### src/rtl/fetch_unit.sv
// Instruction fetch unit: issues word fetches to instruction memory, holds one
// fetched instruction for decode, and handles redirects by draining an
// in-flight request before fetching from the new target.
module fetch_unit (
    input  logic        clk,
    input  logic        reset,
    output logic        imem_req,
    output logic [31:0] imem_addr,
    input  logic        imem_ack,
    input  logic [31:0] imem_rdata,
    input  logic        stall,
    input  logic        redirect,
    input  logic [31:0] redirect_pc,
    output logic [31:0] instr,
    output logic [31:0] pc_out,
    output logic [31:0] pcplus4,
    output logic        valid
);

    localparam int unsigned XLEN = 32;

    localparam logic [1:0] FETCH = 2'd0;
    localparam logic [1:0] FULL  = 2'd1;
    localparam logic [1:0] DRAIN = 2'd2;

    logic [1:0]      r_state;
    logic [XLEN-1:0] r_pc;
    logic [XLEN-1:0] r_drain_addr;
    logic [XLEN-1:0] r_instr;
    logic [XLEN-1:0] r_pc_out;
    logic [XLEN-1:0] r_pcplus4;
    logic            r_valid;

    logic [1:0]      w_state_nxt;
    logic [XLEN-1:0] w_pc_nxt;
    logic [XLEN-1:0] w_drain_addr_nxt;
    logic [XLEN-1:0] w_instr_nxt;
    logic [XLEN-1:0] w_pc_out_nxt;
    logic [XLEN-1:0] w_pcplus4_nxt;
    logic            w_valid_nxt;
    logic [XLEN-1:0] w_target;
    logic [XLEN-1:0] w_pc_inc;

    // Redirect targets are always word aligned; pc increment wraps mod 2^32.
    assign w_target = redirect_pc & ~XLEN'(32'h3);
    assign w_pc_inc = r_pc + XLEN'(4);

    // State and datapath registers, cleared asynchronously by reset.
    always_ff @(posedge clk or posedge reset) begin
        if (reset) begin
            r_state      <= FETCH;
            r_pc         <= '0;
            r_drain_addr <= '0;
            r_instr      <= '0;
            r_pc_out     <= '0;
            r_pcplus4    <= '0;
            r_valid      <= 1'b0;
        end else begin
            r_state      <= w_state_nxt;
            r_pc         <= w_pc_nxt;
            r_drain_addr <= w_drain_addr_nxt;
            r_instr      <= w_instr_nxt;
            r_pc_out     <= w_pc_out_nxt;
            r_pcplus4    <= w_pcplus4_nxt;
            r_valid      <= w_valid_nxt;
        end
    end

    // Next-state and datapath update rules for each FSM state.
    always_comb begin
        w_state_nxt      = r_state;
        w_pc_nxt         = r_pc;
        w_drain_addr_nxt = r_drain_addr;
        w_instr_nxt      = r_instr;
        w_pc_out_nxt     = r_pc_out;
        w_pcplus4_nxt    = r_pcplus4;
        w_valid_nxt      = r_valid;

        case (r_state)
            FETCH: begin
                if (imem_ack) begin
                    if (redirect) begin
                        // Returned word belongs to the abandoned path.
                        w_pc_nxt = w_target;
                    end else begin
                        w_instr_nxt   = imem_rdata;
                        w_pc_out_nxt  = r_pc;
                        w_pcplus4_nxt = w_pc_inc;
                        w_valid_nxt   = 1'b1;
                        w_pc_nxt      = w_pc_inc;
                        w_state_nxt   = FULL;
                    end
                end else if (redirect) begin
                    // Request still outstanding: remember it so it can be drained.
                    w_drain_addr_nxt = r_pc;
                    w_pc_nxt         = w_target;
                    w_state_nxt      = DRAIN;
                end
            end
            FULL: begin
                if (redirect) begin
                    w_valid_nxt = 1'b0;
                    w_pc_nxt    = w_target;
                    w_state_nxt = FETCH;
                end else if (!stall) begin
                    w_valid_nxt = 1'b0;
                    w_state_nxt = FETCH;
                end
            end
            DRAIN: begin
                if (redirect) begin
                    w_pc_nxt = w_target;
                end
                if (imem_ack) begin
                    w_state_nxt = FETCH;
                end
            end
            default: begin
                w_state_nxt = FETCH;
                w_valid_nxt = 1'b0;
            end
        endcase
    end

    // Memory request is a pure decode of state; suppressed while in reset.
    assign imem_req  = !reset && (r_state != FULL);
    assign imem_addr = (r_state == DRAIN) ? r_drain_addr : r_pc;

    assign instr   = r_instr;
    assign pc_out  = r_pc_out;
    assign pcplus4 = r_pcplus4;
    assign valid   = r_valid;

endmodule
### config.mk
export PLATFORM = sky130hd
export DESIGN_NAME = fetch_unit
export DESIGN_NICKNAME = d
export VERILOG_FILES = /design/src/rtl/fetch_unit.sv
export SDC_FILE = /design/constraint.sdc
export NUM_CORES = 1
export LEC_CHECK = 0
export BUFFER_PORTS_ARGS = -buffer_cell sky130_fd_sc_hd__buf_4
export CORE_ASPECT_RATIO = 0.9
export CORE_UTILIZATION = 35
export DETAILED_ROUTE_END_ITERATION = 16
export PLACE_DENSITY = 0.54
export SLEW_MARGIN = 40
export SYNTH_ARGS = -nofsm -noshare
export SYNTH_HDL_FRONTEND = slang
export SYNTH_SLANG_ARGS = --single-unit
### constraint.sdc
create_clock -name clk -period 5.6 [get_ports clk]
set_input_delay 0.84 -clock clk [delete_from_list [all_inputs] [get_ports clk]]
set_output_delay 0.84 -clock clk [all_outputs]
set_load 0.05 [all_outputs]
# Word-level counts from Yosys, hierarchy flattened
# Index checks and enable logic that the tools add are counted.
# totals
register_bits	163
# op_classes
n_addsub	1
eq_ne	9
mux	17
bitwise_logic	3
reduce_logical	9
# op_table
cell	n
32-bit two-way mux	4
32-bit one-hot mux with 2 select lines	1
32-bit by 3-bit adder with 32-bit output, second input constant	1
2-bit two-way mux	6
3-bit != test, second input constant	3
4-bit AND reduction	2
2-bit != test, second input constant	3
2-bit one-hot mux with 3 select lines	1
3-bit AND reduction	2
1-bit two-way mux	4
1-bit inverter	3
1-bit one-hot mux with 3 select lines	1
2-bit by 1-bit equality test with 1-bit output, second input constant	1
2-bit equality test, second input constant	1
2-bit logical NOT	1
2-bit by 1-bit != test with 1-bit output, second input constant	1
2-bit nonzero test	1
2-bit OR reduction	1
1-bit logical AND	1
1-bit logical NOT	1

# Logic depth before layout (Yosys ltp)
# depth
depth_word	4
ltp_mapped	8

# Worst setup path after synthesis
# Ideal clock, no wire load.
# synth_path
path_type	flip-flop to output port
start	register r_state[0]
end	output imem_addr[18]
arrival_time_ns	2.219
required_ns	4.760
setup_slack_ns	2.541
stages_incl_launch_ff	6
path_cell_list	dfrtp_1 -> inv_1 -> ha_1 -> buf_1 -> clkbuf_1 -> o21ai_0
# synth_via
elab_chain_len	2
# synth_rtl
item	line	rtl
from (decl)	26	logic [1:0] r_state;
from (signal assigned)	59	r_state <= w_state_nxt;
2-bit equality test	127	assign imem_addr = (r_state == DRAIN) ? r_drain_addr : r_pc;
32-bit two-way mux	127	
to (decl)	8	output logic [31:0] imem_addr,
# Every way passes these cells.

# Worst setup path after layout
# layout_path
start	register r_state[0]
end	output imem_addr[31]
# The elaborated chain is that of the path after synthesis.

==> results.md <==
* Clk pin slew, worst setup/hold paths at 70 ps
* Share of cells above drive strength 1 at 30.7%
* Pwr per Cell Area at 680 mW/mm2
* Design Area, Final at 0.0101 mm2
* Antenna-violating nets left at 0
* Clock Latency Late Sink at 430 ps
* Hold_buf cts at 0
* Ys Warns at 0
* Setup crit end kind: primary output
* Crit start category: register
* Synth Flop Type: dfrtp_1
* DP Area at 0.00949 mm2
* Mean routed wirelength per cell at 18.3 um
* Library cells used by synthesis at 64
* CP Cell Sequence: inv_1, ha_4, mux2_2, buf_4
* DP HPWL at 16,300 um
* Initial Util at 36.1%
* Status: finished clean
* Clock skew at 8.16 ps
* Setup TNS at 0 ps
* Post-Synthesis Cell Area at 0.00790 mm2
* GP Congestion at 0.802
* Critical path fanouts, max at 40
* Die outline height at 144 um
* EDFF count, synth at 0
* Max-Cap Viols at 0
* Overflow after GRT at 0
* Area grow syn2layout at 27.4%
* Total Routing Usage GR at 20.5%
* PortBufs at 196
* Synthesized Nets at 912
* Worst hold path type: reg -> reg
* Drt initial violations at 541
* CP max stage cell: ha_4
* H-tree depth at 4
* Final Routed Wirelength at 23,700 um
* Max-slew violations at 0
* Cell count after synthesis at 838
* Worst slew margin at 49.6%
* Antenna violations before repair at 0
* First-pass GRT wire length at 36,600 um
* Diodes inserted at 0
* Residual DRC count at 0
* Resized cells post-CTS at 0
* Critical path class: reg -> out
* Number of buffer and inverter stages on the critical path at 2
* Worst-case clock buffer depth at 2
* Worst Tran Pin Value at 755 ps
* Ys async rst share at 100%
* Leak at 4.67 nW
* Sequential share of the synthesized area at 51.0%
* Vias in the first global route at 6,234
* Pin count of the biggest net entering global routing at 70
* Max Freq at 334 MHz
* TritonCTS clock tree: yes
* Final period utilization at 53.5%
* Die width at 160 um
* Synth Area per Inst at 9.42 um2
* DR vias at 6,720
* Worst path max stage delay at 520 ps
* WP data arrival at 2150 ps
* Maximum vdd ir drop at 0.000309 V
* Die area at 0.0232 mm2
* Final Hold Fails at 0
* Crit path time final at 2990 ps
* CORE AREA at 0.0219 mm2
* Total clock buffers created by CTS at 17
* Via/cell ratio at 5.19
* Post-CTS Setup Repair Bufs at 0
* CP Data Required Time at 4760 ps
* Yosys reg bits at 161
* Final net count at 1,064
* RSZ-0062 raised after global routing: no
* IO Count at 199
* Cell row count at 51
* DR pass1 iterations at 4
* Root Buffer: clkbuf_16
* Sink Count at 161
* Utilization after layout at 46.0%
* Setup Viol. Count Final at 0
* Crit-path leading delay family: adder cells
==> cells in the final DEF (no fill, tap or decap), drive strengths merged, types with 4 or more instances in the layout <==
| cell type | instances |
|---|---|
| ha | 5 |
| o21ai | 51 |
| and2 | 5 |
| a22oi | 9 |
| a211o | 4 |
| nor4 | 15 |
| nand4 | 15 |
| nor2 | 28 |
| or3 | 7 |
| dfrtp | 161 |
| clkinv | 7 |
| inv | 15 |
| xnor2 | 8 |
| a21oi | 11 |
| a31oi | 13 |
| o211ai | 8 |
| and3 | 6 |
| xor2 | 6 |
| o311ai | 4 |
| a311oi | 9 |
| buf | 208 |
| mux2 | 53 |
| clkbuf | 19 |
| nand2 | 232 |
| nand3 | 21 |
| nor3 | 15 |
| and4 | 9 |
| o22ai | 7 |
| or4 | 11 |
==> worst register-to-register path, delay by kind of cell, from the launching register on <==
kind            cells  cell delay, ps
compound gates      1             180
fa+ha+maj           1             390
flops               1             570
simple gates        3            1630
==> final timing paths <==
| kind | slack [ps] | from | cells after the start | to |
|---|---|---|---|---|
| min in group asynchronous | 510 | reset | 2 | pc_out[13] |
| worst max register to register | 2750 | r_pc[3] | 5 | pcplus4[28] |
| worst max-delay path | 2610 | r_state[0] | 4 | imem_addr[31] |
| max in group asynchronous | 4140 | reset | 3 | pcplus4[30] |
| worst min register to register | 480 | instr[31] | 2 | instr[31] |
| worst min-delay path | 480 | instr[31] | 2 | instr[31] |
==> per-stage QoR <==
stage | setup WS (ps) | instances | power, W | hold slack [ps]
floorplan | 412 | 838 | 0.00462 | 450
detailed placement | 2660 | 1262 | 0.00575 | 463
global placement | 2250 | 1260 | 0.00570 | 461
global route | 2470 | 1294 | 0.00721 | 496
finish | 2610 | 1294 | 0.00684 | 477
CTS | 2580 | 1294 | 0.00689 | 481
==> flip-flops by register name, indices dropped and copies added, names as in the netlist <==
signal and cells:
r_drain_addr 32, instr 32, valid 1, pcplus4 30, pc_out 32, r_state 2, r_pc 32
==> cells by family (layout without fill, tap and decap cells) <==
logic type / count (synthesis) / after routing / synth area share (%)
AO/OA/AOI/OAI: 140 / 140 / 11.6
XOR/XNOR: 14 / 14 / 1.55
AND/OR/NAND/NOR: 378 / 378 / 22.2
multiplexers: 53 / 53 / 7.56
buffers and inverters: 87 / 252 / 5.26
flip-flops: 161 / 161 / 51.0
adder cells (fa/ha/maj): 5 / 5 / 0.792
==> synth_stat cells, drive strengths merged, types with 11 or more instances <==
cell,n,area [um2]
a21oi,11,55.1
a31oi,13,81.3
buf,25,136
clkbuf,49,224
dfrtp,161,4030
inv,11,41.3
mux2,53,597
nand2,232,878
nand3,21,105
nand4,15,106
nor2,28,105
nor3,15,75.1
nor4,15,93.8
o21ai,51,255
or4,11,82.6
==> area by class of cell <==
class / instances / area, um2
clock buffer: 19 / 453
clock inverter: 13 / 103
fill: 2160 / 11800
inverter: 12 / 50.0
multi-input combinational: 590 / 3490
sequential: 161 / 4030
tap: 291 / 364
timing repair buffer: 208 / 1570
==> report_power, final <==
part	internal (W)	switching, W
Clock	0.000598	0.000526
Sequential	0.00166	0.000406
Combinational	0.00111	0.00253
Total	0.00337	0.00347
==> metal layers <==
metal  part of all wire (%)  GRT usage, %
met1                     48          30.4
met2                     44          29.6
met3                    6.6          4.73
met4                    1.2          5.76
met5                      0             0
Power figures use the tool's default switching activity.
